--- src/rtl/parity_gen_pkg.sv ---
// Shared helpers for the parity generator: counter width derivation.
package parity_gen_pkg;

    // Bits needed to hold a population count of 0..width.
    function automatic int unsigned cnt_width(input int unsigned width);
        return $clog2(width + 1);
    endfunction

endpackage

--- src/rtl/parity_gen_if.sv ---
// Data/check/result bundle between a parity_gen instance and its user.
interface parity_gen_if
    import parity_gen_pkg::*;
#(
    parameter int unsigned WIDTH = 8
);
    localparam int unsigned CNT_W = cnt_width(WIDTH);

    logic [WIDTH-1:0] a;
    logic             x;
    logic             in_valid;
    logic             chk_par;
    logic             out_valid;
    logic             x_q;
    logic [CNT_W-1:0] ones_q;
    logic             chk_err_q;

    modport master (
        output a, in_valid, chk_par,
        input  x, out_valid, x_q, ones_q, chk_err_q
    );

    modport slave (
        input  a, in_valid, chk_par,
        output x, out_valid, x_q, ones_q, chk_err_q
    );
endinterface

--- src/rtl/parity_gen_popcount.sv ---
// Combinational ones-count and XOR reduction of a data word.
module parity_gen_popcount #(
    parameter int unsigned WIDTH = 8,
    parameter int unsigned CNT_W = 4
) (
    input  logic [WIDTH-1:0] a,
    output logic [CNT_W-1:0] ones,
    output logic             par
);
    always_comb begin
        ones = '0;
        for (int i = 0; i < WIDTH; i++) begin
            ones = ones + CNT_W'(a[i]);
        end
        par = ^a;
    end
endmodule

--- src/rtl/parity_gen.sv ---
// Even/odd parity generator and checker with a one-cycle registered, valid-qualified copy.
module parity_gen
    import parity_gen_pkg::*;
#(
    parameter int unsigned WIDTH = 8,
    parameter int unsigned ODD   = 0
) (
    input  logic          clk,
    input  logic          rst_n,
    parity_gen_if.slave   bus
);
    localparam int unsigned CNT_W = cnt_width(WIDTH);

    logic [CNT_W-1:0] ones;
    logic             par;
    logic             x;

    parity_gen_popcount #(
        .WIDTH (WIDTH),
        .CNT_W (CNT_W)
    ) u_popcount (
        .a    (bus.a),
        .ones (ones),
        .par  (par)
    );

    assign x     = (ODD != 0) ? ~par : par;
    assign bus.x = x;

    // Result registers hold their last value while in_valid is low.
    always_ff @(posedge clk or negedge rst_n) begin
        if (!rst_n) begin
            bus.out_valid <= 1'b0;
            bus.x_q       <= 1'b0;
            bus.ones_q    <= '0;
            bus.chk_err_q <= 1'b0;
        end else begin
            bus.out_valid <= bus.in_valid;
            if (bus.in_valid) begin
                bus.x_q       <= x;
                bus.ones_q    <= ones;
                bus.chk_err_q <= bus.chk_par ^ x;
            end
        end
    end
endmodule

--- src/flat_wrapper.sv ---
// flat-port wrapper written by rule: the top's interface ports become plain ports
module parity_gen_flat import parity_gen_pkg::*;
#(
    parameter int unsigned WIDTH = 8,
    parameter int unsigned ODD   = 0
)
  (clk, rst_n, bus_a, bus_in_valid, bus_chk_par, bus_x, bus_out_valid, bus_x_q, bus_ones_q, bus_chk_err_q);
  parity_gen_if #(.WIDTH(WIDTH)) bus_i ();
  input  logic clk;
  input  logic rst_n;
  input wire logic [$bits(bus_i.a)-1:0] bus_a;
  input wire logic [$bits(bus_i.in_valid)-1:0] bus_in_valid;
  input wire logic [$bits(bus_i.chk_par)-1:0] bus_chk_par;
  output wire logic [$bits(bus_i.x)-1:0] bus_x;
  output wire logic [$bits(bus_i.out_valid)-1:0] bus_out_valid;
  output wire logic [$bits(bus_i.x_q)-1:0] bus_x_q;
  output wire logic [$bits(bus_i.ones_q)-1:0] bus_ones_q;
  output wire logic [$bits(bus_i.chk_err_q)-1:0] bus_chk_err_q;
  assign bus_i.a = bus_a;
  assign bus_i.in_valid = bus_in_valid;
  assign bus_i.chk_par = bus_chk_par;
  assign bus_x = bus_i.x;
  assign bus_out_valid = bus_i.out_valid;
  assign bus_x_q = bus_i.x_q;
  assign bus_ones_q = bus_i.ones_q;
  assign bus_chk_err_q = bus_i.chk_err_q;
  parity_gen #(.WIDTH(WIDTH), .ODD(ODD)) u_core (.clk(clk), .rst_n(rst_n), .bus(bus_i));
endmodule
--- config.mk ---
export PLATFORM = sky130hd
export DESIGN_NAME = parity_gen_flat
export DESIGN_NICKNAME = d
export VERILOG_FILES = /design/src/rtl/parity_gen_pkg.sv /design/src/rtl/parity_gen_if.sv /design/src/rtl/parity_gen_popcount.sv /design/src/rtl/parity_gen.sv /design/src/flat_wrapper.sv
export SDC_FILE = /design/constraint.sdc
export NUM_CORES = 1
export LEC_CHECK = 0
export BUFFER_PORTS_ARGS = -buffer_cell sky130_fd_sc_hd__clkbuf_2
export CAP_MARGIN = 10
export CORE_AREA = 4 4 41 43
export CTS_CLUSTER_SIZE = 10
export DETAILED_ROUTE_END_ITERATION = 7
export DIE_AREA = 0 0 45 47
export HOLD_SLACK_MARGIN = 0.03
export PLACE_DENSITY_LB_ADDON = 0.08
export SYNTH_ARGS = -nofsm -noshare
export SYNTH_HDL_FRONTEND = slang
export SYNTH_SLANG_ARGS = --single-unit
--- constraint.sdc ---
create_clock -name clk -period 1.4 [get_ports clk]
set_input_delay 0.28 -clock clk [delete_from_list [all_inputs] [get_ports clk]]
set_output_delay 0.28 -clock clk [all_outputs]
set_load 0.1 [all_outputs]
== After elaboration in Yosys (flattened, before gate mapping) ==
Cells that the tools add are included.

* Register bits: 7
* Input bits: 12
* Output and inout port bits: 8
* Logic and storage cells: 13

* Add/sub/neg operators: 7
* Bitwise gates (word level): 1
* Reductions and logical operators: 1

{| class="wikitable"
|+ Operators with widths
! kind !! number
|-
| $add 4x1->4 || 4
|-
| $reduce_xor 8->1 || 1
|-
| $add 3x1->4 || 1
|-
| $add 2x1->3 || 1
|-
| $add 1x1->2 || 1
|-
| $xor 1x1->1 || 1
|}

== Longest topological paths before layout ==
* Depth after elaboration: 7
* Depth in mapped cells: 10
* Mapped depth without buffers: 10

== Cells and area by module ==
Synthesis repeated with hierarchy kept, for this count alone.

* Cell total of the unflattened synthesis: 41
* Area, all modules: 508.0 um^2

{| class="wikitable"
|+ Modules (own cells, without submodules)
! module !! instances !! cells an instance !! area an instance (um^2) !! sequential area each (um^2)
|-
| parity_gen || 1 || 16 || 279.0 || 175.2
|-
| parity_gen_popcount || 1 || 25 || 229.0 || 0.0
|}

== Worst setup path after synthesis ==
Ideal clock, no wire load.

* Path type: input -> register
* Start point: input bus_a[0]
* End point: register u_core.bus.ones_q[2]
* Library setup time: 0.125 ns
* Data arrival time: 2.684 ns
* Required time: 1.275 ns
* Path slack: -1.409 ns
* Stages on the path: 10
* Path buffers: 0
* Cell sequence: inv_1 > fa_1 > fa_1 > fa_1 > inv_1 > ha_1 > inv_1 > fa_1 > xnor2_1 > mux2_2

* Word-level cells in the longest chain between the ends: 7

{| class="wikitable"
|+ RTL lines
! what !! line !! text
|-
| start: declaration || flat_wrapper.sv:11 || <nowiki>input wire logic [$bits(bus_i.a)-1:0] bus_a;</nowiki>
|-
| $add 1x1->2 || parity_gen_popcount.sv:13 || <nowiki>ones = ones + CNT_W'(a[i]);</nowiki>
|-
| $add 2x1->3 || parity_gen_popcount.sv:13 ||
|-
| $add 3x1->4 || parity_gen_popcount.sv:13 ||
|-
| $add 4x1->4 (4 in series) || parity_gen_popcount.sv:13 ||
|-
| end signal: assignment || parity_gen.sv:41 || <nowiki>bus.ones_q <= ones;</nowiki>
|-
| end: declaration || parity_gen_if.sv:25 || <nowiki>output x, out_valid, x_q, ones_q, chk_err_q</nowiki>
|}

No other way between the ends.
A chain may end at the register's enable or synchronous reset.

== Worst setup path after layout ==
* Start point: input bus_a[1]
* End point: register u_core.bus.ones_q[2]

The elaborated chain is that of the path after synthesis.

==> Flow_metrics.wiki <==
{| class="wikitable"
! Metric !! Value
|-
| Status || complete, but fails checks
|-
| Violated checks || setup timing
|-
| Capturing element of the worst setup path || u_core.bus.ones_q[2]
|-
| Root buffer cell || clkbuf_4
|-
| Post-synthesis mux area share || 0.0852
|-
| Gpl congestion || between 0.7 and 0.8
|-
| Synth Area in Compound Gates || 0.0316
|-
| RSZ-0062 raised after global routing || yes
|-
| Worst hold margin || slightly above 0.3 ns
|-
| Die area || about 0.0021 sq mm
|-
| Post-synthesis simple-gate area fraction || 0.0146
|-
| Reg-to-reg critical path endpoint || u_core.bus.x_q
|-
| Launching point of the worst reg2reg path || u_core.bus.x_q
|-
| Worst setup EP type || flip-flop
|-
| Number of setup violations in the final report || 7
|-
| Maximum count of clock buffers along a single path || 2
|-
| Initial core utilization || 0.395
|-
| Instance count along the most critical hold path || 1
|-
| Placed Instance Area || roughly 830 sq um
|-
| Cell at the slowest stage of the critical path || fa_1
|-
| Worst ir drop on vdd || roughly 1.6 mV
|-
| Number of ports placed on the die boundary || 20
|-
| Number of global-route vias before repair || ~430
|-
| Final Instance Area || approximately 980 sq um
|-
| Count of different cell masters after synthesis || 15
|-
| DPL Wire Length || slightly below 900 um
|-
| Data required time at the worst endpoint || around 1.5 ns
|-
| Share of synthesized cell area in full adder, half adder and majority cells || 0.253
|-
| Total number of nets in the final design || around 100
|-
| Routed length per instance || around 11 um
|-
| Via count normalized by instance count || ~4.3
|-
| Clk pin slew, worst setup/hold paths || around 0.05 ns
|-
| Count of routing violations after the opening detailed-route iteration || 1
|-
| Share of the synthesized netlist area taken by xor and xnor gates || 0.158
|-
| GRT Util Overall || 0.112
|-
| TritonRoute pass-1 iters || 2
|-
| Average size of a mapped cell || between 10 and 15 sq um
|-
| Total wire length after detailed routing || 1080 um
|-
| Start point of the worst min-delay path || bus_in_valid
|-
| Yosys Warn Count || 0
|-
| Max transition margin || 0.816
|-
| Clock tree from TritonCTS || built
|-
| Setup CP Type || in2reg
|-
| Commonest non-fill, non-tap cells in the layout || inv_1 (11), buf_4 (10), clkbuf_2 (8)
|-
| Area Growth Syn to Fin || 90.0%
|-
| Number of antenna violations at the first check in global routing || 0
|-
| Port bufs || 19
|-
| Number of design rule violations left after detail routing || 0
|-
| Top cell by count, worst path || fa_1
|-
| Number of pins exceeding their max-slew limit in the final report || 0
|-
| Total chip power || 1920 uW
|-
| Total via count after detailed routing || 413
|-
| Hold Fails Final Rpt || 0
|-
| Leakage || approximately 0.00051 uW
|-
| Die Y || roughly 47 um
|-
| Clock latency at the later pin of the worst-skew pair || 0.24 ns
|-
| Number of instances in the synthesized netlist || 46
|-
| CP startpoint kind || input pin
|-
| Number of levels in the clock H-tree || 1
|-
| Placeable core region || between 0.001 and 0.0015 sq mm
|-
| Syn Nets || 66
|-
| Signal arrival time at the worst endpoint || between 2 and 3 ns
|-
| Post-synthesis sequential area ratio || 0.341
|-
| Final cell count without fillers || 96
|-
| Count of state elements after synthesis || 7
|-
| Fraction of final layout cells with drive strength greater than 1 || 0.605
|-
| Origin of the worst setup path || bus_a[1]
|-
| Worst clock skew on the final layout || 0 ns
|-
| Critical path cell sequence || buf_8 -> inv_4 -> fa_1 -> fa_1 -> fa_1 -> inv_2 -> ha_4 -> inv_2 -> fa_2 -> xnor2_1 -> mux2_2
|-
| Most common cell after layout, fill and taps aside || inv_1
|-
| Netlist area before placement || roughly 500 sq um
|-
| Global-route wire length before repair || between 1500 and 2000 um
|-
| Maximum number of pins on one net before global-route repair || 10
|-
| Depth of the most critical reg-to-reg path || 1
|-
| Gr ovfl total || 0
|-
| Worst slew pin tran || 0.278 ns
|-
| Worst min-delay path class || in2reg
|-
| Chip width || approximately 45 um
|-
| Core Rows || 13
|-
| PnR worst setup slack || -1.25 ns
|-
| Internal reg-to-reg setup slack || 0.59 ns
|-
| # Max-Cap Violations || 0
|-
| CTS Sinks || 7
|-
| Fin crit period || approximately 2.7 ns
|-
| Total instance count after detailed placement || 88
|-
| Crit share post-route || 1.90
|-
| Highest clock rate || 0.377 GHz
|-
| Largest family of logic cells by synthesized area || adder cells
|-
| Power density over the cells || 1970 mW/mm^2
|-
| Max FO, Critical Path || 2
|-
| Antenna-violating nets left || 0
|-
| Delay of the slowest critical-path stage || roughly 0.55 ns
|-
| Number of buffers added by the clock tree synthesis step || 3
|-
| Antenna fix cells || 0
|-
| Setup Total Neg Slack || -5.25 ns
|}
==> worst min path at each step <==
stage                                       to  slack, ns
after floorplan           u_core.bus.chk_err_q      -0.02
after global placement    u_core.bus.out_valid       0.12
after detailed placement  u_core.bus.out_valid       0.12
after CTS                 u_core.bus.out_valid       0.29
after global routing      u_core.bus.out_valid       0.32
final                     u_core.bus.out_valid       0.30
==> where the power goes <==
| part | internal [uW] | switching, uW |
|---|---|---|
| clock | 108 | 64.2 |
| combinational | 579 | 822 |
| sequential | 272 | 75.3 |
==> flip-flops by register name, indices dropped and copies added, names as in the netlist <==
register and cells:
u_core.bus.ones_q 4, u_core.bus.chk_err_q 1, u_core.bus.out_valid 1, u_core.bus.x_q 1
==> critical path: cells and delay by family <==
kind | cells | cell delay, ns
xor gates and xnor gates | 1 | 0.13
adders and majority gates | 5 | 1.90
buffers and inverters | 4 | 0.22
muxes | 1 | 0.26
==> per-layer routing <==
| layer | wire length [um] | GRT usage | vias up |
|---|---|---|---|
| met4 | 14 | 0.0702 | 0 |
| li1 | - | - | 205 |
| met5 | 0 | 0 | - |
| met3 | 60 | 0.00383 | 2 |
| met1 | 424 | 0.124 | 193 |
| met2 | 577 | 0.209 | 13 |
==> per-stage QoR <==
step | worst slack [ns] | utilization
global route | -1.31 | 0.751
floorplan | -1.36 | -
global placement | -1.59 | 0.639
finish | -1.25 | 0.751
detailed placement | -1.64 | 0.639
CTS | -1.30 | 0.713
==> cell type report <==
cell class / count / area (sq um)
inverter: 15 / 66.3
sequential: 7 / 175
timing repair buffer: 32 / 340
fill: 92 / 324
tap: 15 / 18.8
multi-input combinational: 23 / 350
clock buffer: 4 / 26.3
==> logic make-up after synthesis <==
family | Yosys count
multiplexers | 4
adder cells (fa/ha/maj) | 8
AO/OA/AOI/OAI | 3
AND/OR/NAND/NOR | 2
flip-flops | 7
buffers and inverters | 16
XOR/XNOR | 6
==> synth_stat cells <==
| library cell | n | area (sq um) |
|---|---|---|
| a21oi_1 | 2 | 10.0 |
| clkbuf_1 | 1 | 3.75 |
| dfrtp_1 | 7 | 175 |
| fa_1 | 4 | 80.1 |
| ha_1 | 4 | 50.1 |
| inv_1 | 15 | 56.3 |
| mux2_2 | 3 | 33.8 |
| mux2i_1 | 1 | 10.0 |
| nand2_1 | 1 | 3.75 |
| nor2_1 | 1 | 3.75 |
| o22ai_1 | 1 | 6.26 |
| xnor2_1 | 2 | 17.5 |
| xnor3_1 | 1 | 22.5 |
| xnor3_2 | 1 | 23.8 |
| xor2_1 | 2 | 17.5 |
==> what timing repair did <==
action,4_1_cts,5_1_grt
setup endpoints to repair,7,7
pin swaps,7,4
resized for setup,7,9
hold buffers,1,0
hold endpoints to repair,7,0
setup buffers,3,1
cloned,0,0
No activity file was read; power rests on OpenSTA's default activity.
